File: config.mk
export PLATFORM = sky130hd
export DESIGN_NAME = inv_sbox_8bit
export DESIGN_NICKNAME = d
export VERILOG_FILES = /design/src/rtl/inv_sbox_8bit.sv
export SDC_FILE = /design/constraint.sdc
export NUM_CORES = 1
export LEC_CHECK = 0
export CAP_MARGIN = 20
export CORE_UTILIZATION = 55
export DETAILED_ROUTE_END_ITERATION = 10
export GPL_ROUTABILITY_DRIVEN = 1
export PLACE_DENSITY = 0.71
export SLEW_MARGIN = 30
export SYNTH_ARGS = -nofsm -noshare
export SYNTH_HDL_FRONTEND = slang
export SYNTH_SLANG_ARGS = --single-unit
File: constraint.sdc
create_clock -name clk -period 3.2 [get_ports clk]
set_clock_uncertainty 0.2 [all_clocks]
set_input_delay 0.48 -clock clk [delete_from_list [all_inputs] [get_ports clk]]
set_output_delay 0.48 -clock clk [all_outputs]
set_load 0.01 [all_outputs]
File: src/rtl/inv_sbox_8bit.sv
// Registered AES inverse S-box (InvSubBytes) for the 8-bit decryption path.
// One byte in per clock, substituted byte out one clock later.
module inv_sbox_8bit (
    input  logic       clk,
    input  logic       rst,
    input  logic [7:0] in,
    output logic [7:0] c
);

    logic [7:0] sub;

    // Full constant table; the default only keeps X out of the register.
    always_comb begin
        sub = 8'h00;
        case (in)
            8'h00: sub = 8'h52;  8'h01: sub = 8'h09;
            8'h02: sub = 8'h6a;  8'h03: sub = 8'hd5;
            8'h04: sub = 8'h30;  8'h05: sub = 8'h36;
            8'h06: sub = 8'ha5;  8'h07: sub = 8'h38;
            8'h08: sub = 8'hbf;  8'h09: sub = 8'h40;
            8'h0a: sub = 8'ha3;  8'h0b: sub = 8'h9e;
            8'h0c: sub = 8'h81;  8'h0d: sub = 8'hf3;
            8'h0e: sub = 8'hd7;  8'h0f: sub = 8'hfb;
            8'h10: sub = 8'h7c;  8'h11: sub = 8'he3;
            8'h12: sub = 8'h39;  8'h13: sub = 8'h82;
            8'h14: sub = 8'h9b;  8'h15: sub = 8'h2f;
            8'h16: sub = 8'hff;  8'h17: sub = 8'h87;
            8'h18: sub = 8'h34;  8'h19: sub = 8'h8e;
            8'h1a: sub = 8'h43;  8'h1b: sub = 8'h44;
            8'h1c: sub = 8'hc4;  8'h1d: sub = 8'hde;
            8'h1e: sub = 8'he9;  8'h1f: sub = 8'hcb;
            8'h20: sub = 8'h54;  8'h21: sub = 8'h7b;
            8'h22: sub = 8'h94;  8'h23: sub = 8'h32;
            8'h24: sub = 8'ha6;  8'h25: sub = 8'hc2;
            8'h26: sub = 8'h23;  8'h27: sub = 8'h3d;
            8'h28: sub = 8'hee;  8'h29: sub = 8'h4c;
            8'h2a: sub = 8'h95;  8'h2b: sub = 8'h0b;
            8'h2c: sub = 8'h42;  8'h2d: sub = 8'hfa;
            8'h2e: sub = 8'hc3;  8'h2f: sub = 8'h4e;
            8'h30: sub = 8'h08;  8'h31: sub = 8'h2e;
            8'h32: sub = 8'ha1;  8'h33: sub = 8'h66;
            8'h34: sub = 8'h28;  8'h35: sub = 8'hd9;
            8'h36: sub = 8'h24;  8'h37: sub = 8'hb2;
            8'h38: sub = 8'h76;  8'h39: sub = 8'h5b;
            8'h3a: sub = 8'ha2;  8'h3b: sub = 8'h49;
            8'h3c: sub = 8'h6d;  8'h3d: sub = 8'h8b;
            8'h3e: sub = 8'hd1;  8'h3f: sub = 8'h25;
            8'h40: sub = 8'h72;  8'h41: sub = 8'hf8;
            8'h42: sub = 8'hf6;  8'h43: sub = 8'h64;
            8'h44: sub = 8'h86;  8'h45: sub = 8'h68;
            8'h46: sub = 8'h98;  8'h47: sub = 8'h16;
            8'h48: sub = 8'hd4;  8'h49: sub = 8'ha4;
            8'h4a: sub = 8'h5c;  8'h4b: sub = 8'hcc;
            8'h4c: sub = 8'h5d;  8'h4d: sub = 8'h65;
            8'h4e: sub = 8'hb6;  8'h4f: sub = 8'h92;
            8'h50: sub = 8'h6c;  8'h51: sub = 8'h70;
            8'h52: sub = 8'h48;  8'h53: sub = 8'h50;
            8'h54: sub = 8'hfd;  8'h55: sub = 8'hed;
            8'h56: sub = 8'hb9;  8'h57: sub = 8'hda;
            8'h58: sub = 8'h5e;  8'h59: sub = 8'h15;
            8'h5a: sub = 8'h46;  8'h5b: sub = 8'h57;
            8'h5c: sub = 8'ha7;  8'h5d: sub = 8'h8d;
            8'h5e: sub = 8'h9d;  8'h5f: sub = 8'h84;
            8'h60: sub = 8'h90;  8'h61: sub = 8'hd8;
            8'h62: sub = 8'hab;  8'h63: sub = 8'h00;
            8'h64: sub = 8'h8c;  8'h65: sub = 8'hbc;
            8'h66: sub = 8'hd3;  8'h67: sub = 8'h0a;
            8'h68: sub = 8'hf7;  8'h69: sub = 8'he4;
            8'h6a: sub = 8'h58;  8'h6b: sub = 8'h05;
            8'h6c: sub = 8'hb8;  8'h6d: sub = 8'hb3;
            8'h6e: sub = 8'h45;  8'h6f: sub = 8'h06;
            8'h70: sub = 8'hd0;  8'h71: sub = 8'h2c;
            8'h72: sub = 8'h1e;  8'h73: sub = 8'h8f;
            8'h74: sub = 8'hca;  8'h75: sub = 8'h3f;
            8'h76: sub = 8'h0f;  8'h77: sub = 8'h02;
            8'h78: sub = 8'hc1;  8'h79: sub = 8'haf;
            8'h7a: sub = 8'hbd;  8'h7b: sub = 8'h03;
            8'h7c: sub = 8'h01;  8'h7d: sub = 8'h13;
            8'h7e: sub = 8'h8a;  8'h7f: sub = 8'h6b;
            8'h80: sub = 8'h3a;  8'h81: sub = 8'h91;
            8'h82: sub = 8'h11;  8'h83: sub = 8'h41;
            8'h84: sub = 8'h4f;  8'h85: sub = 8'h67;
            8'h86: sub = 8'hdc;  8'h87: sub = 8'hea;
            8'h88: sub = 8'h97;  8'h89: sub = 8'hf2;
            8'h8a: sub = 8'hcf;  8'h8b: sub = 8'hce;
            8'h8c: sub = 8'hf0;  8'h8d: sub = 8'hb4;
            8'h8e: sub = 8'he6;  8'h8f: sub = 8'h73;
            8'h90: sub = 8'h96;  8'h91: sub = 8'hac;
            8'h92: sub = 8'h74;  8'h93: sub = 8'h22;
            8'h94: sub = 8'he7;  8'h95: sub = 8'had;
            8'h96: sub = 8'h35;  8'h97: sub = 8'h85;
            8'h98: sub = 8'he2;  8'h99: sub = 8'hf9;
            8'h9a: sub = 8'h37;  8'h9b: sub = 8'he8;
            8'h9c: sub = 8'h1c;  8'h9d: sub = 8'h75;
            8'h9e: sub = 8'hdf;  8'h9f: sub = 8'h6e;
            8'ha0: sub = 8'h47;  8'ha1: sub = 8'hf1;
            8'ha2: sub = 8'h1a;  8'ha3: sub = 8'h71;
            8'ha4: sub = 8'h1d;  8'ha5: sub = 8'h29;
            8'ha6: sub = 8'hc5;  8'ha7: sub = 8'h89;
            8'ha8: sub = 8'h6f;  8'ha9: sub = 8'hb7;
            8'haa: sub = 8'h62;  8'hab: sub = 8'h0e;
            8'hac: sub = 8'haa;  8'had: sub = 8'h18;
            8'hae: sub = 8'hbe;  8'haf: sub = 8'h1b;
            8'hb0: sub = 8'hfc;  8'hb1: sub = 8'h56;
            8'hb2: sub = 8'h3e;  8'hb3: sub = 8'h4b;
            8'hb4: sub = 8'hc6;  8'hb5: sub = 8'hd2;
            8'hb6: sub = 8'h79;  8'hb7: sub = 8'h20;
            8'hb8: sub = 8'h9a;  8'hb9: sub = 8'hdb;
            8'hba: sub = 8'hc0;  8'hbb: sub = 8'hfe;
            8'hbc: sub = 8'h78;  8'hbd: sub = 8'hcd;
            8'hbe: sub = 8'h5a;  8'hbf: sub = 8'hf4;
            8'hc0: sub = 8'h1f;  8'hc1: sub = 8'hdd;
            8'hc2: sub = 8'ha8;  8'hc3: sub = 8'h33;
            8'hc4: sub = 8'h88;  8'hc5: sub = 8'h07;
            8'hc6: sub = 8'hc7;  8'hc7: sub = 8'h31;
            8'hc8: sub = 8'hb1;  8'hc9: sub = 8'h12;
            8'hca: sub = 8'h10;  8'hcb: sub = 8'h59;
            8'hcc: sub = 8'h27;  8'hcd: sub = 8'h80;
            8'hce: sub = 8'hec;  8'hcf: sub = 8'h5f;
            8'hd0: sub = 8'h60;  8'hd1: sub = 8'h51;
            8'hd2: sub = 8'h7f;  8'hd3: sub = 8'ha9;
            8'hd4: sub = 8'h19;  8'hd5: sub = 8'hb5;
            8'hd6: sub = 8'h4a;  8'hd7: sub = 8'h0d;
            8'hd8: sub = 8'h2d;  8'hd9: sub = 8'he5;
            8'hda: sub = 8'h7a;  8'hdb: sub = 8'h9f;
            8'hdc: sub = 8'h93;  8'hdd: sub = 8'hc9;
            8'hde: sub = 8'h9c;  8'hdf: sub = 8'hef;
            8'he0: sub = 8'ha0;  8'he1: sub = 8'he0;
            8'he2: sub = 8'h3b;  8'he3: sub = 8'h4d;
            8'he4: sub = 8'hae;  8'he5: sub = 8'h2a;
            8'he6: sub = 8'hf5;  8'he7: sub = 8'hb0;
            8'he8: sub = 8'hc8;  8'he9: sub = 8'heb;
            8'hea: sub = 8'hbb;  8'heb: sub = 8'h3c;
            8'hec: sub = 8'h83;  8'hed: sub = 8'h53;
            8'hee: sub = 8'h99;  8'hef: sub = 8'h61;
            8'hf0: sub = 8'h17;  8'hf1: sub = 8'h2b;
            8'hf2: sub = 8'h04;  8'hf3: sub = 8'h7e;
            8'hf4: sub = 8'hba;  8'hf5: sub = 8'h77;
            8'hf6: sub = 8'hd6;  8'hf7: sub = 8'h26;
            8'hf8: sub = 8'he1;  8'hf9: sub = 8'h69;
            8'hfa: sub = 8'h14;  8'hfb: sub = 8'h63;
            8'hfc: sub = 8'h55;  8'hfd: sub = 8'h21;
            8'hfe: sub = 8'h0c;  8'hff: sub = 8'h7d;
            default: sub = 8'h00;
        endcase
    end

    always_ff @(posedge clk) begin
        if (rst) c <= 8'h00;
        else     c <= sub;
    end

endmodule

* Word level (Yosys, flattened, before mapping)
Memory sizes are Yosys's and may differ from the RTL's. A register that Yosys moved wholly into a read port is not among the register bits.
Index checks and enable logic that the tools add are counted.
** Storage, ports and cells
- Memory bits (read-only) :: 2048
- Memories kept :: 1
- Input bits :: 10
- Output and inout port bits :: 8
- Register bits :: 0
- Word-level logic and storage cells :: 1
** Memory list
- (no name shown) :: words 256, bits a word 8, rd ports 1, clocked after memory_dff 1, write ports 0, line 15 : case (in)

* Longest topological paths before layout
Gate-level depths: netlist of run 1.
- Depth after elaboration :: 0
- Mapped depth :: 11

* Least setup slack after synthesis of run 1
No wires, ideal clock.
- Path type :: input to register
- Start point :: in in[0]
- End point :: reg c[4]
- Arrival :: 2309 ps
- Cell stages on the path :: 10
- Setup slack :: 566 ps
- Data required time :: 2876 ps
- Path through :: buf_2 -> inv_1 -> ha_1 -> clkbuf_1 -> and2_1 -> or3_1 -> a311oi_1 -> nor3_1 -> a31oi_1 -> nand3_1
** RTL lines
- from (decl) :: line 6 : input logic [7:0] in,
- to (decl) :: line 7 : output logic [7:0] c

==> results of run 1 <==
## synth_stat cells (5+ instances only)
library cell / number / area share
sky130_fd_sc_hd__buf_4: 5 / 0.011
sky130_fd_sc_hd__o211ai_1: 15 / 0.032
sky130_fd_sc_hd__nand3_1: 21 / 0.030
sky130_fd_sc_hd__nor3_1: 25 / 0.035
sky130_fd_sc_hd__or3_1: 7 / 0.012
sky130_fd_sc_hd__or2_2: 5 / 0.0088
sky130_fd_sc_hd__o221ai_1: 5 / 0.012
sky130_fd_sc_hd__nand4_1: 5 / 0.0088
sky130_fd_sc_hd__buf_6: 5 / 0.016
sky130_fd_sc_hd__mux2i_1: 7 / 0.020
sky130_fd_sc_hd__clkbuf_1: 23 / 0.024
sky130_fd_sc_hd__inv_1: 11 / 0.012
sky130_fd_sc_hd__o31ai_1: 11 / 0.023
sky130_fd_sc_hd__o21ai_0: 40 / 0.056
sky130_fd_sc_hd__ha_1: 21 / 0.074
sky130_fd_sc_hd__nand2_1: 43 / 0.045
sky130_fd_sc_hd__nand2b_1: 17 / 0.030
sky130_fd_sc_hd__a311oi_1: 17 / 0.042
sky130_fd_sc_hd__nor2_1: 46 / 0.049
sky130_fd_sc_hd__buf_2: 31 / 0.044
sky130_fd_sc_hd__nor2b_1: 15 / 0.026
sky130_fd_sc_hd__dfxtp_1: 8 / 0.045
sky130_fd_sc_hd__and3_1: 5 / 0.0088
sky130_fd_sc_hd__o311ai_0: 9 / 0.022
sky130_fd_sc_hd__a221oi_1: 6 / 0.015
sky130_fd_sc_hd__a21oi_1: 43 / 0.061
sky130_fd_sc_hd__a211oi_1: 26 / 0.055
sky130_fd_sc_hd__a31oi_1: 11 / 0.019
## where the power goes
| group | leakage (nW) | total [W] | internal, W | switching, W |
|---|---|---|---|---|
| Combinational | 1.51 | 0.000674 | 0.000254 | 0.000420 |
| Clock | 0.0216 | 0.000153 | 0.0000838 | 0.0000692 |
| Sequential | 0.0668 | 0.000117 | 0.000111 | 0.00000547 |
## cell usage in the layout (no fill, tap or decap), types with 7 or more instances in the layout
cell type                         count
sky130_fd_sc_hd__a211oi_1            26
sky130_fd_sc_hd__a21oi_1             43
sky130_fd_sc_hd__nand2b_1            17
sky130_fd_sc_hd__o211ai_1            15
sky130_fd_sc_hd__o21ai_0             40
sky130_fd_sc_hd__o31ai_1             11
sky130_fd_sc_hd__or3_1                7
sky130_fd_sc_hd__dfxtp_1              8
sky130_fd_sc_hd__ha_1                20
sky130_fd_sc_hd__o311ai_0             9
sky130_fd_sc_hd__buf_4               64
sky130_fd_sc_hd__inv_1               11
sky130_fd_sc_hd__a31oi_1             10
sky130_fd_sc_hd__nor2b_1             14
sky130_fd_sc_hd__nor3_1              23
sky130_fd_sc_hd__clkdlybuf4s50_1     14
sky130_fd_sc_hd__nand3_1             21
sky130_fd_sc_hd__a311oi_1            17
sky130_fd_sc_hd__nor2_1              46
sky130_fd_sc_hd__nand2_1             43
sky130_fd_sc_hd__mux2i_1              7
## critical path, delay by kind of cell
family,cells,cell delay [ns]
buffers and inverters,3,0.87
adders and majority gates,1,0.25
AOI/OAI and AO/OA,3,0.41
and+or+nand+nor,3,1.10
## per-stage QoR
| stage | cell area (µm²) | util | power (W) | std cells |
|---|---|---|---|---|
| floorplan | 3551 | - | 0.0005096 | 547 |
| global placement | 4009 | 0.6614 | 0.0007412 | 641 |
| detailed placement | 4009 | 0.6614 | 0.0007433 | 641 |
| CTS | 4055 | 0.6691 | 0.0008890 | 644 |
| global route | 4081 | 0.6734 | 0.0009831 | 644 |
| finish | 4081 | 0.6734 | 0.0009437 | 644 |
## layout make-up
| class | instances | area (µm²) | share of cell area |
|---|---|---|---|
| clock buffers | 3 | 41.29 | 0.01012 |
| inverters | 12 | 45.04 | 0.01104 |
| multi-input cells | 461 | 3019 | 0.7397 |
| flip-flops and latches | 8 | 160.2 | 0.03924 |
| well taps | 75 | 93.84 | 0.02299 |
| repair buffers | 85 | 721.9 | 0.1769 |
## worst min-delay path by stage
stage / cells past startpoint / to / from / slack [ns]
4_1_cts: 4 / c[3]$_SDFF_PP0_ / in[4] / 0.74
3_3_place_gp: 4 / c[3]$_SDFF_PP0_ / in[4] / 0.98
6_report: 4 / c[2]$_SDFF_PP0_ / in[4] / 0.74
3_5_place_dp: 4 / c[3]$_SDFF_PP0_ / in[4] / 0.99
5_1_grt: 4 / c[2]$_SDFF_PP0_ / in[4] / 0.77
2_1_floorplan: 3 / c[0]$_SDFF_PP0_ / rst / 0.47
## per-layer routing
layer	vias to the layer above	track usage	routed length, µm
li1	2137	-	-
met1	2263	0.6638	6127
met2	552	0.7521	6830
met3	130	0.3055	3194
met4	0	0.3193	1283
met5	-	0.1500	0
## what timing repair did
action / 4_1_cts / 5_1_grt
cloned: 0 / 0
resized for setup: 1 / 6
pin swaps: 0 / 1
endpoints found under the setup margin: 1 / 2
## cell families after synthesis
family,share of synthesized area
compound gates,0.4366
xor+xnor,0.009516
fa+ha+maj,0.07400
buf+inv,0.1124
flops,0.04510
mux,0.03242
simple gates,0.2900
==> metrics.sh, run 1 <==
SETUP_REPAIR_AFTER_GLOBAL_ROUTING_MISSED_ITS_MARGIN='no'
DIE-HEIGHT_UM=82.35
MAXSLEWHEADROOM=0.4058
MAX_STAGE_DELAY_NS=0.73
POWER-PER-CELL-AREA_nW_PER_UM2=231.2
SYN_AVG_CELL_AREA_UM2=6.492
FMAXACHIEVABLE_MHz=313.9
CTS.HOLD.BUFFERS_ADDED=0
DEPTH_OF_THE_CTS_H_TREE=1
SYNTHESIS.AREA_UM2=3551
CRIT_REQUIRED_NS=3.14
CRITICAL_PATH_ARRIVAL_NS=3.13
SYNTH_ASYNC_RESET_RATIO=0
ANT_NETS=0
WL_PER_CELL_UM=27.07
DIE_WIDTH_UM=82.35
FINALSETUPVIOLATIONS=0
LAUNCH_POINT_OF_THE_CRITICAL_PATH='in[0]'
EFFECTIVE_UTILIZATION_AT_FLOORPLAN=0.5859
YS.FLOP_TYPE='sky130_fd_sc_hd__dfxtp_1'
CRITPATHMAXFANOUT=8
FILLER_CELL_COUNT=567
TIMING_WORST_SETUP_PATH_TYPE='in -> reg'
DESIGN.PORTCOUNT=18
ROUTABILITYCONGESTION=1.141
PLACE_WORST_SETUP_SLACK_NS=-0.2616
COUNT_OF_FLIP_FLOPS_WITH_A_BUILT_IN_ENABLE_AFTER_SYNTHESIS=0
CLOCKBUFFERDEPTH=2
REGMOSTFLOPS='c'
WHS_NS=0.7426
SLEW_VIOL_FINAL=0
VIAS=5082
SYNTHESIS.NETS=578
WORST_SLACK_NS=0.01379
HOLD_CLASS='in -> reg'
WORSTPATHCELLLIST='clkdlybuf4s50_1 -> buf_4 -> ha_1 -> and2_0 -> buf_4 -> nor3_1 -> a211oi_1 -> nor3_1 -> o311a_1 -> a31oi_1'
GRT_PASS1_WL_MM=26.85
TRITONCTS.NUM_BUFFERS=3
SYN_INST_COUNT=547
VIAS_PER_CELL=7.891
DIODES=0
CLOCKROOTBUFFER='sky130_fd_sc_hd__clkbuf_8'
PORT_BUFFERS=17
TIMING.FINAL.CRIT_SHARE=0.9957
ROWS=28
SYNTH_SEQ_CELLS=8
CRIT_PATH_START_KIND='input pin'
DRT_WIRELENGTH_MM=17.44
DP_HPWL_MM=12.20
DIEAREA_UM2=6782
LEAKAGE_nW=1.594
DRIVE_GT1_FRAC=0.1670
MAX_CAP_VIOL_COUNT=0
CLK_PIN_SLEW_WORST_PATHS_NS=0.06
CORE_AREA_UM2=6061
DRT_DRC_VIOLATIONS_LEFT=0
DRT-INITIAL-DRC-COUNT=1270
DRTPASS1ITERATIONS=9
AREA.GROWTH.SYNTH_TO_FINAL_PCT=14.94
GRT_PASS1_VIAS=4578
POSTCTSSETUPBUFFERS=0
YOSYS_WARNINGS=0
SYNTH_SEQ_AREA_SHARE=0.04510
CPMAXSTAGEDELAYCELL='sky130_fd_sc_hd__nor3_1'
ANTENNA_FOUND_INITIAL=0
NUM-NETS-FINAL=602
HOLD_VIOL_FINAL=0
GLOBAL_ROUTE.USAGE.TOTAL=0.5539
TIMING.CRITICAL_PATH.TO_TYPE='register'
GLOBALROUTE.TOTALOVERFLOW=0
IR_DROP_mV=0.1702
PIN_COUNT_OF_THE_BIGGEST_NET_ENTERING_GLOBAL_ROUTING=83
LARGEST_REGISTER_FFS=8
BIGGESTREGSBYFLOPS='c: 8 flops'
RUN_STATUS='complete, no violations'
FINAL_PERIOD_MINUS_WORST_SETUP_SLACK_NS=3.186
CLOCK_TREE_FROM_TRITONCTS='done'
CTS.SINKS=8
MAX_SLEW.WORST_PIN.SLEW_NS=0.8845
FINALSETUPTNS_NS=0
WORST_SETUP_PATH_ENDPOINT='c[1]$_SDFF_PP0_'
NUMBER_OF_DISTINCT_LIBRARY_CELL_VARIANTS_IN_THE_GATE_LEVEL_NETLIST_AFTER_SYNTHESIS=70
Note: power is estimated with default switching activity, not from simulation.
==> inputs of run 2 (changes only) <==
- PLACE_DENSITY: 0.71 -> 0.74
- RECOVER_POWER: default -> 50
- SLEW_MARGIN: 30 -> 10
- clock period: 3.2 -> 2.6 ns (I/O delays scaled with it)
==> run 2 against run 1 <==
  * Clock-buffer cell count unchanged
  * Final cell count up 12%
  * The run now ends with DRC left
  * Critical path depth up 2
==> metrics.sh, run 2 (synthesized netlist as in run 1, its figures left out) <==
DRIVE_GT1_FRAC=0.3190
NUM-NETS-FINAL=682
TIMING.CRITICAL_PATH.TO_TYPE='register'
DESIGN.PORTCOUNT=18
FINALSETUPTNS_NS=0
MOST_FREQUENT_CELLS_IN_THE_LAYOUT='sky130_fd_sc_hd__buf_4 (138), sky130_fd_sc_hd__nor2_1 (44), sky130_fd_sc_hd__a21oi_1 (42)'
COMB_POWER_SHARE=0.757
LAYOUT.CELLS.MOST_COMMON='sky130_fd_sc_hd__buf_4'
ANTENNA_FOUND_INITIAL=1
FINALSETUPVIOLATIONS=0
ROWS=28
VIOLATED_CHECKS='DRC'
DRT-INITIAL-DRC-COUNT=1482
DIE_WIDTH_UM=82.35
CRITICAL-PATH-TOP-DELAY-FAMILY='compound AO/OA/AOI/OAI gates'
DRT_DRC_VIOLATIONS_LEFT=3
DIODES=0
BIGGESTREGSBYFLOPS='c: 8 flops'
CRIT_PATH_START_KIND='input pin'
CRITPATHMAXFANOUT=4
PLACE_WORST_SETUP_SLACK_NS=-0.4509
DIE-HEIGHT_UM=82.35
WORST_SLACK_NS=0.07196
HOLD_CLASS='in -> reg'
DIEAREA_UM2=6782
P_INT_W=0.0006588
WORSTSETUPPATHDEPTH=12
FINAL_PERIOD_MINUS_WORST_SETUP_SLACK_NS=2.528
GRT_PASS1_VIAS=5017
CORE_AREA_UM2=6061
DP_HPWL_MM=13.34
SLEW_VIOL_FINAL=0
EFFECTIVE_UTILIZATION_AT_FLOORPLAN=0.5859
SETUP_REPAIR_AFTER_GLOBAL_ROUTING_MISSED_ITS_MARGIN='yes'
DRTPASS1ITERATIONS=11
TRITONCTS.NUM_BUFFERS=3
LARGEST_REGISTER_FFS=8
DEPTH_OF_THE_CTS_H_TREE=1
FMAXACHIEVABLE_MHz=395.6
CLOCK_TREE_FROM_TRITONCTS='done'
CRIT_REQUIRED_NS=2.51
CLOCKBUFFERDEPTH=2
WHS_NS=0.6360
MAX_CAP_VIOL_COUNT=0
CPMAXSTAGEDELAYCELL='sky130_fd_sc_hd__o31ai_1'
SWITCHING_SHARE=0.4960
TIMING_WORST_SETUP_PATH_TYPE='in -> reg'
PORT_BUFFERS=17
POWER.NET_SWITCHING_W=0.0006484
DRT_WIRELENGTH_MM=18.61
HOLD_PATH_CELLS=5
CRITICAL-PATH-TOP-CELL-BY-COUNT='sky130_fd_sc_hd__buf_4'
ANT_NETS=0
VIAS_PER_CELL=7.667
GRT_PASS1_WL_MM=27.84
CRIT_BUF_INV=5
RUN_STATUS='finished with violations'
VIAS=5551
AREA.GROWTH.SYNTH_TO_FINAL_PCT=37.88
WL_PER_CELL_UM=25.70
CLOCKROOTBUFFER='sky130_fd_sc_hd__clkbuf_8'
POWER_FRAC_CLOCK=0.135
MAX_SLEW.WORST_PIN.SLEW_NS=0.5492
CTS.SINKS=8
WORSTPATHCELLLIST='dlygate4sd2_1 -> inv_2 -> buf_4 -> ha_1 -> buf_4 -> nor2b_1 -> a21oi_1 -> a21oi_1 -> o22ai_1 -> o31ai_1 -> buf_4 -> o22ai_1'
SHARE_SEQ_OF_TOTAL_POWER=0.108
DESIGN_POWER_TOTAL_W=0.001307
CRITICAL_PATH_ARRIVAL_NS=2.44
REGMOSTFLOPS='c'
MAXSLEWHEADROOM=0.6338
HOLD_VIOL_FINAL=0
GLOBAL_ROUTE.USAGE.TOTAL=0.5653
IR_DROP_mV=0.2213
LEAKAGE_nW=2.052
TIMING.FINAL.CRIT_SHARE=0.9723
ROUTABILITYCONGESTION=1.187
PIN_COUNT_OF_THE_BIGGEST_NET_ENTERING_GLOBAL_ROUTING=62
POWER-PER-CELL-AREA_nW_PER_UM2=267.0
GLOBALROUTE.TOTALOVERFLOW=0
UTILIZATION=0.8078
MAX_STAGE_DELAY_NS=0.28
CLK_PIN_SLEW_WORST_PATHS_NS=0.06
## run 2: cell count changes in the layout (fill, tap and decap cells not counted), moves of 3 or more
| cell | before | now |
|---|---|---|
| sky130_fd_sc_hd__buf_12 | 4 | 8 |
| sky130_fd_sc_hd__buf_4 | 64 | 138 |
| sky130_fd_sc_hd__o311ai_1 | 1 | 5 |
| sky130_fd_sc_hd__a311oi_1 | 17 | 13 |
| sky130_fd_sc_hd__dlygate4sd3_1 | 0 | 7 |
| sky130_fd_sc_hd__ha_2 | 1 | 4 |
| sky130_fd_sc_hd__a311oi_2 | 0 | 4 |
| sky130_fd_sc_hd__o311ai_0 | 9 | 4 |
| sky130_fd_sc_hd__ha_1 | 20 | 15 |
| sky130_fd_sc_hd__clkdlybuf4s50_1 | 14 | 5 |
## run 2: final timing paths
path	startpoint	end	slack, ns
worst max-delay path	in[0]	c[2]$_SDFF_PP0_	0.07
worst min-delay path	in[3]	c[5]$_SDFF_PP0_	0.64
## run 2: power groups by stage
stage | Sequential (W) | Clock [W] | Combinational (W)
after floorplan | 0.000151 | 0 | 0.000477
after global placement | 0.000144 | 0 | 0.000868
after detailed placement | 0.000145 | 0 | 0.000878
after CTS | 0.000142 | 0.000166 | 0.000911
after global routing | 0.000144 | 0.000169 | 0.00102
final | 0.000141 | 0.000177 | 0.000989
## run 2: per-layer routing
metal  part of all wire  global-route usage  vias to the layer above
li1                   -                   -                     2302
met2               0.38              0.7826                      584
met3               0.19              0.2813                      222
met4              0.098              0.3509                        2
met5            0.00064                   0                        -
met1               0.34              0.6862                     2441
## run 2: through the flow
step / instance area, µm² / cells
finish: 4896 / 724
detailed placement: 4624 / 718
global route: 4896 / 724
CTS: 4810 / 721
global placement: 4624 / 718
floorplan: 3551 / 547
## run 2: layout make-up
cell class | instances | area, µm²
multi-input combinational | 461 | 3174
timing repair buffer | 165 | 1381
fill | 448 | 1165
sequential | 8 | 160.2
tap | 75 | 93.84
inverter | 12 | 45.04
clock buffer | 3 | 41.29
## run 2: repair_timing
item,CTS,global route
resized for setup,38,20
hold buffers,0,0
buffers inserted,0,3
setup endpoints to repair,8,8
pin swaps,8,7
## run 2: worst min-delay path, delay by kind of cell
kind                   cells  cell delay [ns]
AOI/OAI and AO/OA          3             0.32
buffers and inverters      1             0.20
and+or+nand+nor            1             0.13
